**src/rtl/dmem_request_responder.sv**
```systemverilog
// Data-memory request responder: captures a MEM-stage read/write, runs the RAM handshake with
// timeout, bounded ERROR retry and read abort. Optional last-read buffer: DMEM_LASTREAD_EN.
module dmem_request_responder #(
    parameter int TIMEOUT   = 16,
    parameter int MAX_RETRY = 3
) (
    input  logic        CLK,
    input  logic        RST,
    input  logic        dmemREN,
    input  logic        dmemWEN,
    input  logic [31:0] dmemaddr,
    input  logic [31:0] dmemstore,
    output logic        dhit,
    output logic [31:0] dmemload,
    output logic        ramREN,
    output logic        ramWEN,
    output logic [31:0] ramaddr,
    output logic [31:0] ramstore,
    input  logic [31:0] ramload,
    input  logic [1:0]  ramstate,
    output logic        dmem_fault
);

    typedef enum logic [1:0] {
        IDLE = 2'd0,
        REQ  = 2'd1,
        RESP = 2'd2
    } state_t;

    localparam logic [1:0] RS_FREE   = 2'b00;
    localparam logic [1:0] RS_BUSY   = 2'b01;
    localparam logic [1:0] RS_ACCESS = 2'b10;
    localparam logic [1:0] RS_ERROR  = 2'b11;

    localparam int TW = $clog2(TIMEOUT + 1);
    localparam int RW = $clog2(MAX_RETRY + 1);
    localparam logic [TW-1:0] TOUT_LAST  = TW'(TIMEOUT - 1);
    localparam logic [TW-1:0] TOUT_MAX   = TW'(TIMEOUT);
    localparam logic [RW-1:0] RETRY_LAST = RW'(MAX_RETRY - 1);
    localparam logic [RW-1:0] RETRY_MAX  = RW'(MAX_RETRY);

    // state is the observable FSM state for checkers bound to this block
    state_t state;
    state_t state_nxt;

    logic          op_wr;
    logic [31:0]   addr_q;
    logic [31:0]   store_q;
    logic [31:0]   load_q;
    logic [TW-1:0] tout_q;
    logic [RW-1:0] retry_q;
    logic          fault_q;

    logic [31:0] addr_aligned;
    logic        req_any;
    logic        in_req;
    logic        aborting;
    logic        got_access;
    logic        retry_out;
    logic        tout_out;
    logic        ram_waiting;
    logic        lr_hit;

    assign addr_aligned = dmemaddr & ~32'h3;
    assign req_any      = dmemREN | dmemWEN;
    assign in_req       = (state == REQ);
    // A read whose requester has gone away is dropped before any RAM outcome is considered.
    assign aborting     = in_req && !op_wr && !dmemREN;
    assign ram_waiting  = (ramstate == RS_FREE) || (ramstate == RS_BUSY);
    assign got_access   = in_req && !aborting && (ramstate == RS_ACCESS);
    assign retry_out    = in_req && !aborting && (ramstate == RS_ERROR) && (retry_q == RETRY_LAST);
    assign tout_out     = in_req && !aborting && ram_waiting && (tout_q == TOUT_LAST);

`ifdef DMEM_LASTREAD_EN
    logic        lr_valid;
    logic [31:0] lr_addr;
    logic [31:0] lr_data;

    assign lr_hit = (state == IDLE) && dmemREN && !dmemWEN && lr_valid && (lr_addr == addr_aligned);

    always_ff @(posedge CLK) begin
        if (RST) begin
            lr_valid <= 1'b0;
            lr_addr  <= '0;
            lr_data  <= '0;
        end else if (state == IDLE && dmemWEN) begin
            lr_valid <= 1'b0;
        end else if (got_access && !op_wr) begin
            lr_valid <= 1'b1;
            lr_addr  <= addr_q;
            lr_data  <= ramload;
        end
    end
`else
    assign lr_hit = 1'b0;
`endif

    always_ff @(posedge CLK) begin
        if (RST) state <= IDLE;
        else     state <= state_nxt;
    end

    always_comb begin
        state_nxt = state;
        case (state)
            IDLE: begin
                if (lr_hit)       state_nxt = RESP;
                else if (req_any) state_nxt = REQ;
            end
            REQ: begin
                if (aborting)                              state_nxt = IDLE;
                else if (got_access || retry_out || tout_out) state_nxt = RESP;
            end
            RESP:    state_nxt = IDLE;
            default: state_nxt = IDLE;
        endcase
    end

    always_comb begin
        dhit       = (state == RESP);
        ramREN     = in_req && !op_wr && dmemREN;
        ramWEN     = in_req && op_wr;
        ramaddr    = in_req ? addr_q : '0;
        ramstore   = in_req ? store_q : '0;
        dmemload   = load_q;
        dmem_fault = fault_q;
    end

    always_ff @(posedge CLK) begin
        if (RST) begin
            op_wr   <= 1'b0;
            addr_q  <= '0;
            store_q <= '0;
            load_q  <= '0;
            tout_q  <= '0;
            retry_q <= '0;
            fault_q <= 1'b0;
        end else begin
            if (state == IDLE && req_any) begin
                op_wr   <= dmemWEN;
                addr_q  <= addr_aligned;
                store_q <= dmemstore;
            end

            // Counters only live inside one REQ visit and saturate rather than wrap.
            if (!in_req) begin
                tout_q  <= '0;
                retry_q <= '0;
            end else if (!aborting) begin
                if (ramstate == RS_ERROR && retry_q != RETRY_MAX) retry_q <= retry_q + RW'(1);
                if (ram_waiting && tout_q != TOUT_MAX)            tout_q  <= tout_q + TW'(1);
            end

            if (got_access && !op_wr)                 load_q <= ramload;
            if ((retry_out || tout_out) && !op_wr)    load_q <= '0;
            if (retry_out || tout_out)                fault_q <= 1'b1;
`ifdef DMEM_LASTREAD_EN
            if (lr_hit)                               load_q <= lr_data;
`endif
        end
    end

endmodule

```
**config.mk**
```make
export PLATFORM = sky130hd
export DESIGN_NAME = dmem_request_responder
export DESIGN_NICKNAME = d
export VERILOG_FILES = /design/src/rtl/dmem_request_responder.sv
export SDC_FILE = /design/constraint.sdc
export NUM_CORES = 1
export LEC_CHECK = 0
export ABC_AREA = 1
export CAP_MARGIN = 20
export CORE_MARGIN = 5
export CORE_UTILIZATION = 30
export CTS_CLUSTER_DIAMETER = 200
export DETAILED_ROUTE_END_ITERATION = 6
export GPL_TIMING_DRIVEN = 1
export PLACE_DENSITY_LB_ADDON = 0.08
export SYNTH_ARGS = -nofsm -noshare
export SYNTH_HDL_FRONTEND = slang
export SYNTH_SLANG_ARGS = --single-unit
export TNS_END_PERCENT = 5
```
**constraint.sdc**
```tcl
create_clock -name CLK -period 1.55 [get_ports CLK]
set_input_delay 0.2325 -clock CLK [delete_from_list [all_inputs] [get_ports CLK]]
set_output_delay 0.2325 -clock CLK [all_outputs]
set_load 0.01 [all_outputs]
```
Yosys cells after proc, flatten, opt, wreduce, memory -nomap -nowiden. Index checks and enable logic that the tools add are counted.

Bits in registers: 105.

$add $sub $neg: 2. Equality and inequality tests: 11. Mux-type cells: 6. Bitwise logic cells: 3. Reduce and logical (&&, ||, !) cells: 29.

Operators by type and width (count): 32-bit 2-to-1 mux (2); 1-bit logical AND (15); 2-bit == test (second input constant) (4); 2-bit 2-to-1 mux (3); 2-bit AND reduction (3); 5-bit by 1-bit adder with 5-bit output (second input constant) (1); 5-bit by 4-bit == test with 1-bit output (second input constant) (1); 5-bit inequality test (second input constant) (1); 2-bit by 1-bit == test with 1-bit output (second input constant) (2); 2-bit zero test (2); 1-bit logical OR (4); 2-bit inequality test (second input constant) (2); 2-bit case mux with 2 select lines (1); 2-bit OR reduction (2); 1-bit zero test (3); 3-bit by 1-bit inequality test with 1-bit output (second input constant) (1); 2-bit by 1-bit adder with 2-bit output (second input constant) (1); 1-bit NOT (2); 1-bit OR (1).

Logic depth before layout (Yosys ltp).
Depth in word-level cells: 12. Depth in mapped cells: 10.

Worst setup path before layout. OpenSTA, ideal clock, no wires.

Path kind: register to register. Start: register tout_q[0]. End: register load_q[0] (netlist: dmemload[0]). Library setup time: 0.120 ns. Arrival time: 1.388 ns. Required time: 1.430 ns. Setup slack: 0.043 ns. Cell stages (with the launch flop): 11. Clock period less this slack: 1.507 ns. Cells stage by stage: dfxtp_1 > ha_1 > inv_1 > nor3_1 > ha_1 > nand2_1 > nand2_1 > nand2_1 > nand2_1 > buf_2 > a21oi_1.

Cells in the longest elaborated chain, start to end: 5.

RTL lines: start, declared (RTL line 50) `logic [TW-1:0] tout_q;`; start signal, assigned (RTL line 151) `if (ram_waiting && tout_q != TOUT_MAX) tout_q <= tout_q + TW'(1);`; 5-bit by 4-bit == test with 1-bit output (RTL line 72) `assign tout_out = in_req && !aborting && ram_waiting && (tout_q == TOUT_LAST);`; 1-bit logical AND (RTL line 72); 1-bit logical OR (RTL line 155) `if ((retry_out || tout_out) && !op_wr) load_q <= '0;`; 1-bit logical AND (RTL line 155); 2-bit OR reduction (no source line); end signal, assigned (RTL line 154) `if (got_access && !op_wr) load_q <= ramload;`; end, declared (RTL line 49) `logic [31:0] load_q;`.

Every way passes these cells. A chain may end at the register's enable or synchronous reset.

Worst setup path after layout.
Start: register state[1]. End: output ramaddr[15].

Cells in the longest elaborated chain, start to end: 2.

RTL lines: start, declared (RTL line 43) `state_t state;`; start signal, assigned (RTL line 100) `else state <= state_nxt;`; 2-bit by 1-bit == test with 1-bit output (RTL line 66) `assign in_req = (state == REQ);`; 32-bit 2-to-1 mux (RTL line 123) `ramaddr = in_req ? addr_q : '0;`; end, declared (RTL line 17) `output logic [31:0] ramaddr,`.

Every way passes these cells.

==> metrics.txt <==
# TYPE chip_impl_metric gauge
chip_impl_metric{name="whs_path_depth",unit=""} 2
chip_impl_metric{name="fmax",unit="GHz"} 0.648
chip_impl_metric{name="maximum_number_of_pins_on_one_net_before_global_route_repair",unit=""} 43
chip_impl_metric{name="power_density",unit="mW/mm^2"} 982
chip_impl_metric{name="wire_per_inst",unit="um"} 14.5
chip_impl_metric{name="ff2ff_path_depth",unit=""} 10
chip_impl_metric{name="placer_congestion",unit=""} 0.798
chip_impl_metric{name="drv.max_cap_violation_count",unit=""} 0
chip_impl_metric{name="setup-violations-final",unit=""} 0
chip_impl_metric{name="timing_hold_violations_final",unit=""} 0
chip_impl_metric{name="grt_antenna_before_repair",unit=""} 0
chip_impl_metric{name="clkSinkCount",unit=""} 105
chip_impl_info{name="cts_root_buf",value="sky130_fd_sc_hd__clkbuf_16"} 1
chip_impl_metric{name="grt_pass1_wl",unit="um"} 23400
chip_impl_metric{name="remaining_drc_errors",unit=""} 0
chip_impl_metric{name="fp.dieH",unit="um"} 131
chip_impl_metric{name="post_synth_instance_area",unit="mm^2"} 0.00441
chip_impl_metric{name="yosys.area_share.adder",unit="%"} 1.42
chip_impl_metric{name="synth_compound_gate_area_share",unit="%"} 11.7
chip_impl_metric{name="fp.dieArea",unit="mm^2"} 0.0172
chip_impl_metric{name="finalPower",unit="mW"} 7.01
chip_impl_info{name="worstPathCellList",value="clkinv_4 > nand2_8 > clkbuf_16 > nor2_1 > buf_2"} 1
chip_impl_metric{name="drt-pass1-iter-count",unit=""} 4
chip_impl_metric{name="ir_drop",unit="mV"} 0.404
chip_impl_metric{name="syn-instance-count",unit=""} 642
chip_impl_metric{name="final.setup.tns",unit="ps"} 0
chip_impl_info{name="startpoint_type",value="register"} 1
chip_impl_info{name="min-delay-path-class",value="reg2reg"} 1
chip_impl_info{name="critical-path-top-delay-family",value="buffers and inverters"} 1
chip_impl_metric{name="finish.net_count",unit=""} 960
chip_impl_metric{name="post_synth_xor_area_fraction",unit="%"} 0.199
chip_impl_metric{name="cpPeakStageDelay",unit="ps"} 370
chip_impl_metric{name="grtUsageTotal",unit="%"} 16.3
chip_impl_info{name="critPathLaunch",value="state[1]"} 1
chip_impl_info{name="reg2reg_to",value="dmemload[12]"} 1
chip_impl_metric{name="arrival",unit="ps"} 1310
chip_impl_metric{name="fin_worst_skew",unit="ps"} 8.54
chip_impl_info{name="path_class",value="reg2out"} 1
chip_impl_info{name="worst_hold_startpoint",value="dmem_fault"} 1
chip_impl_info{name="worst_hold_path.endpoint",value="dmem_fault"} 1
chip_impl_metric{name="number_of_port_buffers",unit=""} 197
chip_impl_metric{name="multiInputGateArea",unit="mm^2"} 0.00198
chip_impl_metric{name="clk_pin_slew",unit="ps"} 70
chip_impl_metric{name="placeableCoreArea",unit="mm^2"} 0.0145
chip_impl_metric{name="initial_core_util",unit="%"} 30.5
chip_impl_info{name="worst_setup_path_end_kind",value="output port"} 1
chip_impl_metric{name="synth.ff_latch_count",unit=""} 105
chip_impl_metric{name="detail_route.vias_per_cell",unit=""} 4.57
chip_impl_metric{name="post_route_cells_drive_above_1_share",unit="%"} 19.0
chip_impl_metric{name="reg2reg_slack",unit="ps"} 50
chip_impl_metric{name="worst-path-buf-inv",unit=""} 3
chip_impl_metric{name="fillers",unit=""} 1484
chip_impl_metric{name="final-max-slew-violation-count",unit=""} 0
chip_impl_metric{name="synth_simple_gate_area_share",unit="%"} 27.8
chip_impl_info{name="dominant_combinational_cell_family_by_area_after_synthesis",value="simple AND/OR/NAND/NOR gates"} 1
chip_impl_info{name="rsz_0062_raised_after_global_routing",value="yes"} 1
chip_impl_metric{name="total_leakage_power",unit="nW"} 3.05
chip_impl_metric{name="insertion_delay",unit="ps"} 350
chip_impl_metric{name="area.growth.synth_to_final",unit="%"} 61.8
chip_impl_metric{name="detail_route.wirelength",unit="um"} 15100
chip_impl_metric{name="vias",unit=""} 4761
chip_impl_metric{name="rows",unit=""} 44
chip_impl_metric{name="cts_buffers",unit=""} 9
chip_impl_metric{name="worst-endpoint-required",unit="ps"} 1320
chip_impl_metric{name="first_iter_violations",unit=""} 201
chip_impl_metric{name="final_min_period_over_clock_period",unit="%"} 99.5
chip_impl_metric{name="die_w",unit="um"} 131
chip_impl_metric{name="synth.area.mux_share",unit="%"} 0
chip_impl_metric{name="finalCriticalPeriod",unit="ps"} 1540
chip_impl_metric{name="synth_area_per_cell",unit="um^2"} 6.87
chip_impl_metric{name="crit_path_max_fanout",unit=""} 10
chip_impl_metric{name="grt_overflow_total",unit=""} 0
chip_impl_metric{name="cts_htree_levels",unit=""} 3
chip_impl_metric{name="first_global_vias",unit=""} 4691
chip_impl_metric{name="io_pins",unit=""} 202
chip_impl_metric{name="sequential_cell_area",unit="mm^2"} 0.00211
chip_impl_info{name="critical_path_cell_with_the_highest_stage_delay",value="sky130_fd_sc_hd__dfxtp_2"} 1
chip_impl_metric{name="share_of_the_yosys_chip_area_belonging_to_registers",unit="%"} 47.7
chip_impl_metric{name="antenna_left",unit=""} 0
chip_impl_metric{name="yosys_warnings",unit=""} 0
chip_impl_metric{name="ctsLongestPathBuffers",unit=""} 2
chip_impl_info{name="run_status",value="finished clean"} 1
chip_impl_metric{name="n_antenna_cell",unit=""} 0
chip_impl_info{name="cts_tree",value="yes"} 1
chip_impl_info{name="worst_reg2reg_startpoint",value="tout_q[0]"} 1
chip_impl_metric{name="yosys.cell_types.count",unit=""} 18
chip_impl_metric{name="detailed_place_hpwl",unit="um"} 10200
## metal layers
layer	GRT usage, %	up-vias	wire length (um)
met5	0	-	0
met4	6.23	0	284
met3	5.54	22	1160
met2	26.2	159	7100
met1	20.2	2163	6600
li1	-	2417	-
## tightest hold or removal path: stages (launching register included)
cell	delay [ps]
sky130_fd_sc_hd__dfxtp_1	310
sky130_fd_sc_hd__inv_1	50
sky130_fd_sc_hd__a21oi_1	50
## Yosys cell counts
master	instances	area, um^2
sky130_fd_sc_hd__inv_1	80	300
sky130_fd_sc_hd__nor2_1	200	751
sky130_fd_sc_hd__clkbuf_1	17	63.8
sky130_fd_sc_hd__conb_1	1	3.75
sky130_fd_sc_hd__buf_4	2	15.0
sky130_fd_sc_hd__a21oi_1	41	205
sky130_fd_sc_hd__nor3_4	1	16.3
sky130_fd_sc_hd__inv_2	1	3.75
sky130_fd_sc_hd__nand3b_1	1	7.51
sky130_fd_sc_hd__dfxtp_1	105	2100
sky130_fd_sc_hd__o21ai_0	62	310
sky130_fd_sc_hd__nor3_1	2	10.0
sky130_fd_sc_hd__nand2_1	55	206
sky130_fd_sc_hd__buf_2	22	110
sky130_fd_sc_hd__nand4_1	3	18.8
sky130_fd_sc_hd__xor2_1	1	8.76
sky130_fd_sc_hd__nand3_1	43	215
sky130_fd_sc_hd__ha_1	5	62.6
## cell usage in the layout, fill, tap and decap left out, types with 2 or more instances in the layout
cell,instances
sky130_fd_sc_hd__dfxtp_1,101
sky130_fd_sc_hd__dfxtp_2,3
sky130_fd_sc_hd__nand2_1,49
sky130_fd_sc_hd__o21ai_0,62
sky130_fd_sc_hd__nand2_8,2
sky130_fd_sc_hd__buf_2,63
sky130_fd_sc_hd__nor2_1,179
sky130_fd_sc_hd__nor2_2,18
sky130_fd_sc_hd__clkbuf_16,14
sky130_fd_sc_hd__a21oi_1,41
sky130_fd_sc_hd__clkbuf_2,2
sky130_fd_sc_hd__inv_1,78
sky130_fd_sc_hd__nand3_1,42
sky130_fd_sc_hd__buf_16,3
sky130_fd_sc_hd__nand2_4,2
sky130_fd_sc_hd__ha_1,3
sky130_fd_sc_hd__clkinvlp_4,2
sky130_fd_sc_hd__conb_1,2
sky130_fd_sc_hd__nand2_2,3
sky130_fd_sc_hd__nor2_4,3
sky130_fd_sc_hd__inv_2,2
sky130_fd_sc_hd__buf_6,5
sky130_fd_sc_hd__nor3_4,2
sky130_fd_sc_hd__buf_12,6
sky130_fd_sc_hd__buf_4,22
sky130_fd_sc_hd__nand4_1,3
sky130_fd_sc_hd__clkinv_4,2
sky130_fd_sc_hd__clkdlybuf4s50_1,132
## layout make-up
type	count	area share, %
Multi-Input combinational cell	417	27.8
Inverter	81	4.33
Tap cell	184	3.23
Sequential cell	105	29.6
Clock buffer	10	3.21
Timing Repair Buffer	239	31.0
Clock inverter	6	0.947
## state kept, by name (all words and copies together), names as in the netlist
register,count
store_q,32
retry_q,2
dmem_fault,1
dmemload,32
tout_q,5
op_wr,1
addr_q,30
state,2
## logic make-up after synthesis
logic type	Yosys count
AND/OR/NAND/NOR	305
buffers and inverters	122
flip-flops	105
AO/OA/AOI/OAI	103
adder cells (fa/ha/maj)	5
XOR/XNOR	1
other	1
## per-stage QoR
stage                     area [um^2]  std cells  hold slack [ps]  util, %  worst slack, ps
final                            7140       1042              452     49.3             7.78
after global routing             7140       1042              450     49.3            -60.9
after CTS                        6880       1033              446     47.5             -157
after detailed placement         6730       1013              444     46.4             -390
after global placement           6730       1013              440     46.4             -368
after floorplan                  4410        643              302        -             42.6
## how the worst max path moves through the flow
stage / end / cells past startpoint / slack [ps]
after floorplan: dmemload[0] / 10 / 40
after detailed placement: ramREN / 4 / -390
after CTS: ramREN / 4 / -160
after global routing: ramstore[20] / 5 / -60
final: ramaddr[15] / 5 / 8
after global placement: ramREN / 4 / -370
## what timing repair did
action / in CTS / in global routing
endpoints found under the setup margin: 97 / 125
hold buffers: 0 / 0
gates resized for setup: 281 / 37
gates cloned: 3 / 7
pin swaps: 2 / 4
buffers inserted: 1 / 2
## power by group
| part | internal, mW | switching, mW |
|---|---|---|
| Sequential | 2.94 | 0.128 |
| Combinational | 0.779 | 0.863 |
| Clock | 1.26 | 1.04 |
No activity file was read; power rests on OpenSTA's default activity.
